$ cat src/rtl/if_fetch_queue_pkg.sv
// Shared types for the fetch stage: queue entries and the A/B issue slots.
package if_fetch_queue_pkg;

  localparam logic [31:0] NOP_INSTR = 32'h0000_0013;  // addi x0,x0,0

  typedef struct packed {
    logic [31:0] pc;
    logic [31:0] instr;
  } fetch_entry_t;

  typedef struct packed {
    logic        valid;
    logic [31:0] pc;
    logic [31:0] instr;
  } if_out_t;

  typedef struct packed {
    if_out_t a;  // older
    if_out_t b;  // younger
  } if_out_n_t;

  // An invalid slot shows pc 0 and a NOP so decode never sees stale data.
  function automatic if_out_t slot_out(input logic valid, input fetch_entry_t e,
                                       input logic [31:0] nop);
    if_out_t s;
    s.valid = valid;
    s.pc    = valid ? e.pc : 32'h0;
    s.instr = valid ? e.instr : nop;
    return s;
  endfunction

endpackage

$ cat src/rtl/if_fetch_queue_if.sv
// Fetch stage boundary: imem request/response, redirect, and the two issue slots.
interface if_fetch_queue_if #(parameter int DEPTH = 8);
  localparam int CW = $clog2(DEPTH) + 1;

  logic          imem_req;
  logic [31:0]   imem_addr;
  logic          imem_rvalid;
  logic [63:0]   imem_rdata;
  logic          redirect_valid;
  logic [31:0]   redirect_pc;
  logic          take_a;
  logic          take_b;
  logic          out_a_valid;
  logic [31:0]   out_a_pc;
  logic [31:0]   out_a_instr;
  logic          out_b_valid;
  logic [31:0]   out_b_pc;
  logic [31:0]   out_b_instr;
  logic [CW-1:0] q_count;

  // The fetch stage itself
  modport slave (
    output imem_req, imem_addr,
    input  imem_rvalid, imem_rdata, redirect_valid, redirect_pc, take_a, take_b,
    output out_a_valid, out_a_pc, out_a_instr, out_b_valid, out_b_pc, out_b_instr, q_count
  );

  // Memory + decode side
  modport master (
    input  imem_req, imem_addr,
    output imem_rvalid, imem_rdata, redirect_valid, redirect_pc, take_a, take_b,
    input  out_a_valid, out_a_pc, out_a_instr, out_b_valid, out_b_pc, out_b_instr, q_count
  );
endinterface

$ cat src/rtl/if_fetch_queue_fifo.sv
// Circular entry buffer accepting 0-2 pushes and 0-2 pops per cycle, with flush.
module fetch_fifo_2w2r
  import if_fetch_queue_pkg::*;
#(
  parameter int  DEPTH = 8,
  localparam int AW    = $clog2(DEPTH),
  localparam int CW    = AW + 1
) (
  input  logic               clk,
  input  logic               rst_n,
  input  logic               flush,
  input  logic [1:0]         push_n,     // push_data[0] goes first
  input  fetch_entry_t [1:0] push_data,
  input  logic [1:0]         pop_n,      // caller never pops more than count
  output fetch_entry_t       head0,
  output fetch_entry_t       head1,
  output logic [CW-1:0]      count
);

  fetch_entry_t  mem [DEPTH];
  logic [AW-1:0] rd_ptr, wr_ptr;

  // Entry storage; occupancy is tracked by count so no reset is needed here.
  always_ff @(posedge clk) begin
    if (!flush && push_n != 2'd0) begin
      mem[wr_ptr] <= push_data[0];
      if (push_n == 2'd2) mem[wr_ptr + AW'(1)] <= push_data[1];
    end
  end

  // Pointers and occupancy; flush empties the buffer and drops that cycle's traffic.
  always_ff @(posedge clk or negedge rst_n) begin
    if (!rst_n) begin
      rd_ptr <= '0;
      wr_ptr <= '0;
      count  <= '0;
    end else if (flush) begin
      rd_ptr <= '0;
      wr_ptr <= '0;
      count  <= '0;
    end else begin
      rd_ptr <= rd_ptr + AW'(pop_n);
      wr_ptr <= wr_ptr + AW'(push_n);
      count  <= count + CW'(push_n) - CW'(pop_n);
    end
  end

  assign head0 = mem[rd_ptr];
  assign head1 = mem[rd_ptr + AW'(1)];

endmodule

$ cat src/rtl/if_fetch_queue.sv
// Dual-issue fetch: pair-aligned imem requests feeding an in-order A/B issue queue.
module if_fetch_queue
  import if_fetch_queue_pkg::fetch_entry_t, if_fetch_queue_pkg::if_out_n_t,
         if_fetch_queue_pkg::slot_out;
#(
  parameter logic [31:0] RESET_PC  = 32'h0000_0000,
  parameter int          DEPTH     = 8,
  parameter logic [31:0] NOP_INSTR = if_fetch_queue_pkg::NOP_INSTR
) (
  input  logic            clk,
  input  logic            rst_n,
  if_fetch_queue_if.slave bus
);

  localparam int CW = $clog2(DEPTH) + 1;

  logic [31:0]        fetch_pc, pend_addr, fetch_base;
  logic               pending, pending_epoch, epoch, skip_first;
  logic               req, rsp_ok, flush;
  logic [CW-1:0]      count;
  logic [1:0]         push_n, pop_n;
  fetch_entry_t [1:0] push_data;
  fetch_entry_t       head0, head1;
  if_out_n_t          slots;

  assign flush      = bus.redirect_valid;
  assign fetch_base = {fetch_pc[31:3], 3'b000};

  // Request only if the queue can absorb both the in-flight pair and a new one.
  always_comb begin
    req    = rst_n && !flush && (int'(count) + (pending ? 2 : 0) + 2 <= DEPTH);
    rsp_ok = bus.imem_rvalid && pending && (pending_epoch == epoch) && !flush;
    push_data[0] = '{pc: pend_addr,          instr: bus.imem_rdata[31:0]};
    push_data[1] = '{pc: pend_addr + 32'd4,  instr: bus.imem_rdata[63:32]};
    push_n       = 2'd0;
    if (rsp_ok) begin
      if (skip_first) begin
        // Fetched from an odd-word PC: the low word precedes the target.
        push_n       = 2'd1;
        push_data[0] = push_data[1];
      end else begin
        push_n = 2'd2;
      end
    end
  end

  // Issue slots straight off the queue head; B only pops alongside A.
  always_comb begin
    slots.a = slot_out((count != '0) && !flush, head0, NOP_INSTR);
    slots.b = slot_out((count > CW'(1)) && !flush, head1, NOP_INSTR);
    pop_n   = 2'd0;
    if (bus.take_a && slots.a.valid) pop_n = (bus.take_b && slots.b.valid) ? 2'd2 : 2'd1;
  end

  // Fetch PC, in-flight tracking and epoch; redirect wins over everything.
  always_ff @(posedge clk or negedge rst_n) begin
    if (!rst_n) begin
      fetch_pc      <= RESET_PC;
      pend_addr     <= '0;
      pending       <= 1'b0;
      pending_epoch <= 1'b0;
      epoch         <= 1'b0;
      skip_first    <= 1'b0;
    end else if (flush) begin
      fetch_pc <= bus.redirect_pc;
      pending  <= 1'b0;
      epoch    <= ~epoch;
    end else begin
      pending <= req;
      if (req) begin
        pend_addr     <= fetch_base;
        skip_first    <= fetch_pc[2];
        pending_epoch <= epoch;
        fetch_pc      <= fetch_base + 32'd8;
      end
    end
  end

  fetch_fifo_2w2r #(.DEPTH(DEPTH)) u_fifo (
    .clk       (clk),
    .rst_n     (rst_n),
    .flush     (flush),
    .push_n    (push_n),
    .push_data (push_data),
    .pop_n     (pop_n),
    .head0     (head0),
    .head1     (head1),
    .count     (count)
  );

  assign bus.imem_req    = req;
  assign bus.imem_addr   = fetch_base;
  assign bus.out_a_valid = slots.a.valid;
  assign bus.out_a_pc    = slots.a.pc;
  assign bus.out_a_instr = slots.a.instr;
  assign bus.out_b_valid = slots.b.valid;
  assign bus.out_b_pc    = slots.b.pc;
  assign bus.out_b_instr = slots.b.instr;
  assign bus.q_count     = count;

endmodule
$ cat src/flat_wrapper.sv
// flat-port wrapper written by rule: the top's interface ports become plain ports
module if_fetch_queue_flat import if_fetch_queue_pkg::fetch_entry_t, if_fetch_queue_pkg::if_out_n_t,
         if_fetch_queue_pkg::slot_out;
#(
  parameter logic [31:0] RESET_PC  = 32'h0000_0000,
  parameter int          DEPTH     = 8,
  parameter logic [31:0] NOP_INSTR = if_fetch_queue_pkg::NOP_INSTR
)
  (clk, rst_n, bus_imem_req, bus_imem_addr, bus_imem_rvalid, bus_imem_rdata, bus_redirect_valid, bus_redirect_pc, bus_take_a, bus_take_b, bus_out_a_valid, bus_out_a_pc, bus_out_a_instr, bus_out_b_valid, bus_out_b_pc, bus_out_b_instr, bus_q_count);
  if_fetch_queue_if #(.DEPTH(DEPTH)) bus_i ();
  input  logic clk;
  input  logic rst_n;
  output wire logic [$bits(bus_i.imem_req)-1:0] bus_imem_req;
  output wire logic [$bits(bus_i.imem_addr)-1:0] bus_imem_addr;
  input wire logic [$bits(bus_i.imem_rvalid)-1:0] bus_imem_rvalid;
  input wire logic [$bits(bus_i.imem_rdata)-1:0] bus_imem_rdata;
  input wire logic [$bits(bus_i.redirect_valid)-1:0] bus_redirect_valid;
  input wire logic [$bits(bus_i.redirect_pc)-1:0] bus_redirect_pc;
  input wire logic [$bits(bus_i.take_a)-1:0] bus_take_a;
  input wire logic [$bits(bus_i.take_b)-1:0] bus_take_b;
  output wire logic [$bits(bus_i.out_a_valid)-1:0] bus_out_a_valid;
  output wire logic [$bits(bus_i.out_a_pc)-1:0] bus_out_a_pc;
  output wire logic [$bits(bus_i.out_a_instr)-1:0] bus_out_a_instr;
  output wire logic [$bits(bus_i.out_b_valid)-1:0] bus_out_b_valid;
  output wire logic [$bits(bus_i.out_b_pc)-1:0] bus_out_b_pc;
  output wire logic [$bits(bus_i.out_b_instr)-1:0] bus_out_b_instr;
  output wire logic [$bits(bus_i.q_count)-1:0] bus_q_count;
  assign bus_imem_req = bus_i.imem_req;
  assign bus_imem_addr = bus_i.imem_addr;
  assign bus_i.imem_rvalid = bus_imem_rvalid;
  assign bus_i.imem_rdata = bus_imem_rdata;
  assign bus_i.redirect_valid = bus_redirect_valid;
  assign bus_i.redirect_pc = bus_redirect_pc;
  assign bus_i.take_a = bus_take_a;
  assign bus_i.take_b = bus_take_b;
  assign bus_out_a_valid = bus_i.out_a_valid;
  assign bus_out_a_pc = bus_i.out_a_pc;
  assign bus_out_a_instr = bus_i.out_a_instr;
  assign bus_out_b_valid = bus_i.out_b_valid;
  assign bus_out_b_pc = bus_i.out_b_pc;
  assign bus_out_b_instr = bus_i.out_b_instr;
  assign bus_q_count = bus_i.q_count;
  if_fetch_queue #(.RESET_PC(RESET_PC), .DEPTH(DEPTH), .NOP_INSTR(NOP_INSTR)) u_core (.clk(clk), .rst_n(rst_n), .bus(bus_i));
endmodule
$ cat config.mk
export PLATFORM = sky130hd
export DESIGN_NAME = if_fetch_queue_flat
export DESIGN_NICKNAME = d
export VERILOG_FILES = /design/src/rtl/if_fetch_queue_pkg.sv /design/src/rtl/if_fetch_queue_if.sv /design/src/rtl/if_fetch_queue_fifo.sv /design/src/rtl/if_fetch_queue.sv /design/src/flat_wrapper.sv
export SDC_FILE = /design/constraint.sdc
export NUM_CORES = 1
export LEC_CHECK = 0
export CAP_MARGIN = 25
export CORE_ASPECT_RATIO = 0.5
export CORE_MARGIN = 4
export CORE_UTILIZATION = 55
export CTS_CLUSTER_SIZE = 24
export DETAILED_ROUTE_END_ITERATION = 8
export PLACE_DENSITY = 0.76
export SYNTH_ARGS = -nofsm -noshare
export SYNTH_HDL_FRONTEND = slang
export SYNTH_SLANG_ARGS = --single-unit
export TNS_END_PERCENT = 100
$ cat constraint.sdc
create_clock -name clk -period 8 [get_ports clk]
set_clock_uncertainty 0.15 [all_clocks]
set_input_delay 2 -clock clk [delete_from_list [all_inputs] [get_ports clk]]
set_output_delay 2 -clock clk [all_outputs]
set_load 0.02 [all_outputs]
**Word level (Yosys, flattened, before mapping)**

Memory sizes are Yosys's and may differ from the RTL's.
Cells that the tools add are included.

- Bits in registers: 75
- Input port bits: 102
- Memories kept: 1
- Output and inout bits: 167
- Bits in writable memories: 512
- Word-level logic and storage cells: 63

- Multiplexer cells: 22
- Order comparisons: 2
- Reductions and logical operators: 15
- Add/sub/neg operators: 10
- Bitwise gates (word level): 2
- Eq/ne operators: 2

Memories:

| memory | words | width | read ports | clocked after memory_dff | wr ports | RTL line | text |
|---|---|---|---|---|---|---|---|
| u_core.u_fifo.mem | 8 | 64 | 2 | 0 | 2 | if_fetch_queue_fifo.sv:20 | `fetch_entry_t mem [DEPTH];` |

Operators by type and width:

| kind | count |
|---|---|
| two-way mux 32 bit | 6 |
| two-way mux 64 bit | 2 |
| adder 32 x 3 -> 32 bit (second input constant) | 2 |
| adder 32 x 4 -> 32 bit (second input constant) | 1 |
| adder 5 x 32 -> 32 bit | 1 |
| less-or-equal comparator 32 x 5 -> 1 bit (second input constant) | 1 |
| logical AND 1 bit | 10 |
| two-way mux 2 bit | 5 |
| adder 3 x 1 -> 3 bit (second input constant) | 2 |
| adder 3 x 2 -> 3 bit | 2 |
| two-way mux 1 bit | 6 |
| two-way mux 3 bit | 2 |
| adder 4 x 2 -> 4 bit | 1 |
| > comparator 4 x 1 -> 1 bit (second input constant) | 1 |
| two-way mux 4 bit | 1 |
| nonzero test 2 bit | 2 |
| nonzero test 4 bit | 1 |
| subtractor 4 x 2 -> 4 bit | 1 |
| == test 2 bit (second input constant) | 1 |
| inverter 1 bit | 2 |
| AND reduction 2 bit | 1 |
| == test 1 bit | 1 |
| logical NOT 1 bit | 1 |

**Depth between registers and ports, before layout**

- Depth after elaboration: 8
- Gate-level depth with buffers: 15
- Depth with buffers taken out: 14

**Hierarchy**

A second synthesis with hierarchy kept.

- Cell total of the unflattened synthesis: 2119
- Area total of the unflattened synthesis: 34501.8 µm²

By module, submodules not included:

| module | seq. area each (µm²) | cells each | area each (µm²) | times used |
|---|---|---|---|---|
| fetch_fifo_2w2r | 15625.0 | 1617 | 29909.9 | 1 |
| if_fetch_queue | 1576.5 | 502 | 4591.9 | 1 |

**Worst setup path before layout**

No wires, ideal clock.

- Kind: input -> output
- Start point: in bus_redirect_valid
- End point: out bus_out_a_pc[21]
- Setup slack: 2.339 ns
- Path buffers: 4
- Arrival time: 3.511 ns
- Required time: 5.850 ns
- Stages: 8
- Cell sequence: buf_2 a21o_1 buf_2 clkinv_1 a21oi_1 buf_2 buf_2 nor2_1

- Word-level cells in the longest chain between the ends: 3

RTL lines:

| what | RTL line | text |
|---|---|---|
| start: declaration | flat_wrapper.sv:17 | `input wire logic [$bits(bus_i.redirect_valid)-1:0] bus_redirect_valid;` |
| logical NOT 1 bit | if_fetch_queue.sv:49 | `slots.a = slot_out((count != '0) && !flush, head0, NOP_INSTR);` |
| logical AND 1 bit | if_fetch_queue.sv:49 |  |
| two-way mux 32 bit | if_fetch_queue_pkg.sv:27 | `s.pc = valid ? e.pc : 32'h0;` |
| end: declaration | flat_wrapper.sv:22 | `output wire logic [$bits(bus_i.out_a_pc)-1:0] bus_out_a_pc;` |

Every way passes these cells.

**Final worst setup path**

- Start point: reg u_core.u_fifo.rd_ptr[1]
- End point: out bus_out_a_instr[1]

- Word-level cells in the longest chain between the ends: 2

RTL lines:

| what | RTL line | text |
|---|---|---|
| start: declaration | if_fetch_queue_fifo.sv:21 | `logic [AW-1:0] rd_ptr, wr_ptr;` |
| start signal: assignment | if_fetch_queue_fifo.sv:42 | `rd_ptr <= rd_ptr + AW'(pop_n);` |
| memory (8 x 64 bit) | n/a |  |
| two-way mux 32 bit | if_fetch_queue_pkg.sv:28 | `s.instr = valid ? e.instr : nop;` |
| end: declaration | flat_wrapper.sv:23 | `output wire logic [$bits(bus_i.out_a_instr)-1:0] bus_out_a_instr;` |

Every way passes these cells.

==> results.toml <==
[route]
wirelength_mm = 88.6
via_per_inst = 6.75
post-route-drc-count = 0
ant_nets = 0
vias = 21500
firstDrtPassIters = 5
wl_per_cell_um = 27.8
drtIter0Drc = 2484

[sta]
tightest_slew_ns = 1.10
setup_ws_ns = 1.56
clock.fmax_mhz = 155
fin_tns_setup_ns = 0
whs_ns = 0.347
maxSlewHeadroom = 0.263
finalCritPeriodShare = 0.805
min_period_ns = 6.44
setup_violations = 0
rsz0062_at_grt = "no"
hold_viol = 0
drv_slew = 0

[synthesis]
synth-edff-count = 488
synth_area_um2 = 31900
ys_seq_area_frac = 0.522
synth.distinct_cells = 68
netlist_instances = 2249
ys_seq_elements = 569
yosys-top-cells-count = "edfxtp_1 (488), o2bb2ai_1 (256), mux4_2 (248)"
synth_area_leaders = "edfxtp_1 (46%), mux4_2 (18%), o2bb2ai_1 (7.0%), dfrtp_1 (5.7%), and2_1 (2.9%)"
synth.top_cell.area_share = 0.460
yosysMostFrequentCell = "edfxtp_1"
postSynthAreaPerCell_um2 = 14.2
yosysTopAreaCell = "edfxtp_1"
synthArstFlopShare = 0.128
synth_ff_type = "edfxtp_1"
yosysWarnings = 0

[global_routing]
gr-total-overflow = 0
grt_max_degree = 116
grt_pass1_wl_mm = 133
antenna_found_initial = 3
grt_pass1_vias = 21700
track_usage = 0.285

[floorplanning]
die_y_um = 178
rows = 62
start_util = 0.556
die_x_um = 348
die_area_um2 = 62100
io_pins = 269
coreArea_um2 = 57300

[pwr]
max-vdd-ir-drop_mv = 0.187
p_comb_frac = 0.327
power.share.sequential = 0.403
sw_frac_of_total = 0.327
power.share.clock = 0.270
intPower_w = 0.00610
power_switching_w = 0.00297
p_leak_nw = 12.1
p_per_area_nw_per_um2 = 248

[worst_hold_path]
whs_path_depth = 1
worstHoldPathType = "reg -> reg"
hold_start = "u_core.u_fifo.mem[3][34]"
holdPathEnd = "u_core.u_fifo.mem[3][34]"

[final_layout]
nNetsFinal = 2491
area_growth_pct = 14.9
drive_gt1_frac = 0.199
final_cell_area_um2 = 36600
utilization = 0.639

[clock_tree]
cts_buffers = 52
hold_buffers = 0
insertion_delay_ns = 0.59
ctsHtreeMaxLevel = 2
clk_root_buffer_cell = "clkbuf_16"
path_clk_slew_ns = 0.07
ctsResizeCount = 0
cts_buffer_depth = 3
cts_setup_buffers = 0
cts_tree = "built"
cts_sinks = 569

[flow_run]
drv_cap = 0

[critical_path]
end_kind = "output port"
critPathArrivalTime_ns = 4.29
timing.rr.end = "u_core.u_fifo.mem[5][17]"
reg2reg_from = "u_core.u_fifo.wr_ptr[0]"
path_cells = "buf_4, buf_4, mux4_2, mux2i_1, nand2_1, clkdlybuf4s50_1"
cp_slowest_cell = "dfrtp_4"
worst_setup_path_start_kind = "register"
reg2reg_depth = 7
reg2reg_setup_slack_ns = 4.15
max_stage_delay_ns = 0.83
critPathRequiredTime_ns = 5.85
crit_type = "reg -> out"
path_max_fanout = 45
cp_common_cell = "buf_4"

[placement]
postPlaceCellArea_um2 = 34900
dp_slack_ns = 1.61
place_congestion = 0.778
io_buffers = 259
place_hpwl_mm = 51.7

[status]
status = "finished, final reports clean"
[layout make-up]
class,count,area [um^2]
sequential,569,16700
antenna,3,7.51
inverter,25,93.8
multi-input combinational,1404,14100
fill,4099,20700
timing repair buffer,319,3160
clock buffer,77,1530
clock inverter,21,111
tap,768,961
[metrics by stage]
| step | total power [W] | instances |
|---|---|---|
| 2_1_floorplan | 0.00562 | 2255 |
| 3_3_place_gp | 0.00661 | 3080 |
| 3_5_place_dp | 0.00667 | 3083 |
| 4_1_cts | 0.00909 | 3181 |
| 5_1_grt | 0.00943 | 3186 |
| 6_report | 0.00907 | 3186 |
[cells by family after synthesis]
| family | Yosys count | synth area share |
|---|---|---|
| compound gates | 399 | 0.0988 |
| xor+xnor | 13 | 0.00381 |
| fa+ha+maj | 18 | 0.00801 |
| buf+inv | 282 | 0.0412 |
| flops | 569 | 0.522 |
| mux | 374 | 0.226 |
| other cells | 1 | 0.000118 |
| simple gates | 593 | 0.0997 |
[worst max path at each step]
| stage | from | to |
|---|---|---|
| 3_3_place_gp | bus_redirect_valid | bus_out_a_instr[1] |
| 2_1_floorplan | bus_redirect_valid | bus_out_a_pc[21] |
| 5_1_grt | u_core.u_fifo.rd_ptr[0] | bus_out_a_instr[4] |
| 4_1_cts | u_core.u_fifo.rd_ptr[0] | bus_out_a_instr[4] |
| 3_5_place_dp | bus_redirect_valid | bus_out_a_pc[28] |
| 6_report | u_core.u_fifo.rd_ptr[1] | bus_out_a_instr[1] |
[sequential cells by signal, indices dropped and copies added (netlist names)]
name                  cells
u_core.u_fifo.rd_ptr      3
u_core.pending            1
u_core.u_fifo.count       4
u_core.pend_addr         29
u_core.epoch              1
u_core.fetch_pc          30
u_core.u_fifo.wr_ptr      3
u_core.u_fifo.mem       496
u_core.pending_epoch      1
u_core.skip_first         1
[routing by layer]
metal  track usage  share of wire
met5             0              0
met4        0.0819          0.028
met3        0.0578           0.12
met2         0.467           0.48
met1         0.395           0.38
[power groups by stage]
stage                     clock (W)  combinational [W]  sequential [W]
final                       0.00245            0.00297         0.00365
after CTS                   0.00246            0.00298         0.00364
after detailed placement          0            0.00297         0.00370
after global routing        0.00258            0.00316         0.00368
after global placement            0            0.00293         0.00369
after floorplan                   0            0.00208         0.00354
[worst max-delay path: cells and delay by family (launching register included)]
kind                   cells  cell delay (ns)
buffers and inverters      3             2.02
DFF                        1             0.83
and+or+nand+nor            1             0.16
muxes                      2             0.62
[cells in the final DEF, fill, tap and decap left out, drive strengths merged, types with 62 or more instances in the layout]
cell	Yosys	final
clkbuf	145	77
a21oi	65	65
clkdlybuf4s50	0	257
mux4	248	248
edfxtp	488	488
mux2i	95	95
nor2b	102	102
nor2	93	93
dfrtp	73	73
nand2	150	150
o2bb2ai	256	256
buf	110	62
and2	146	146
(Power assumes the default switching activity.)
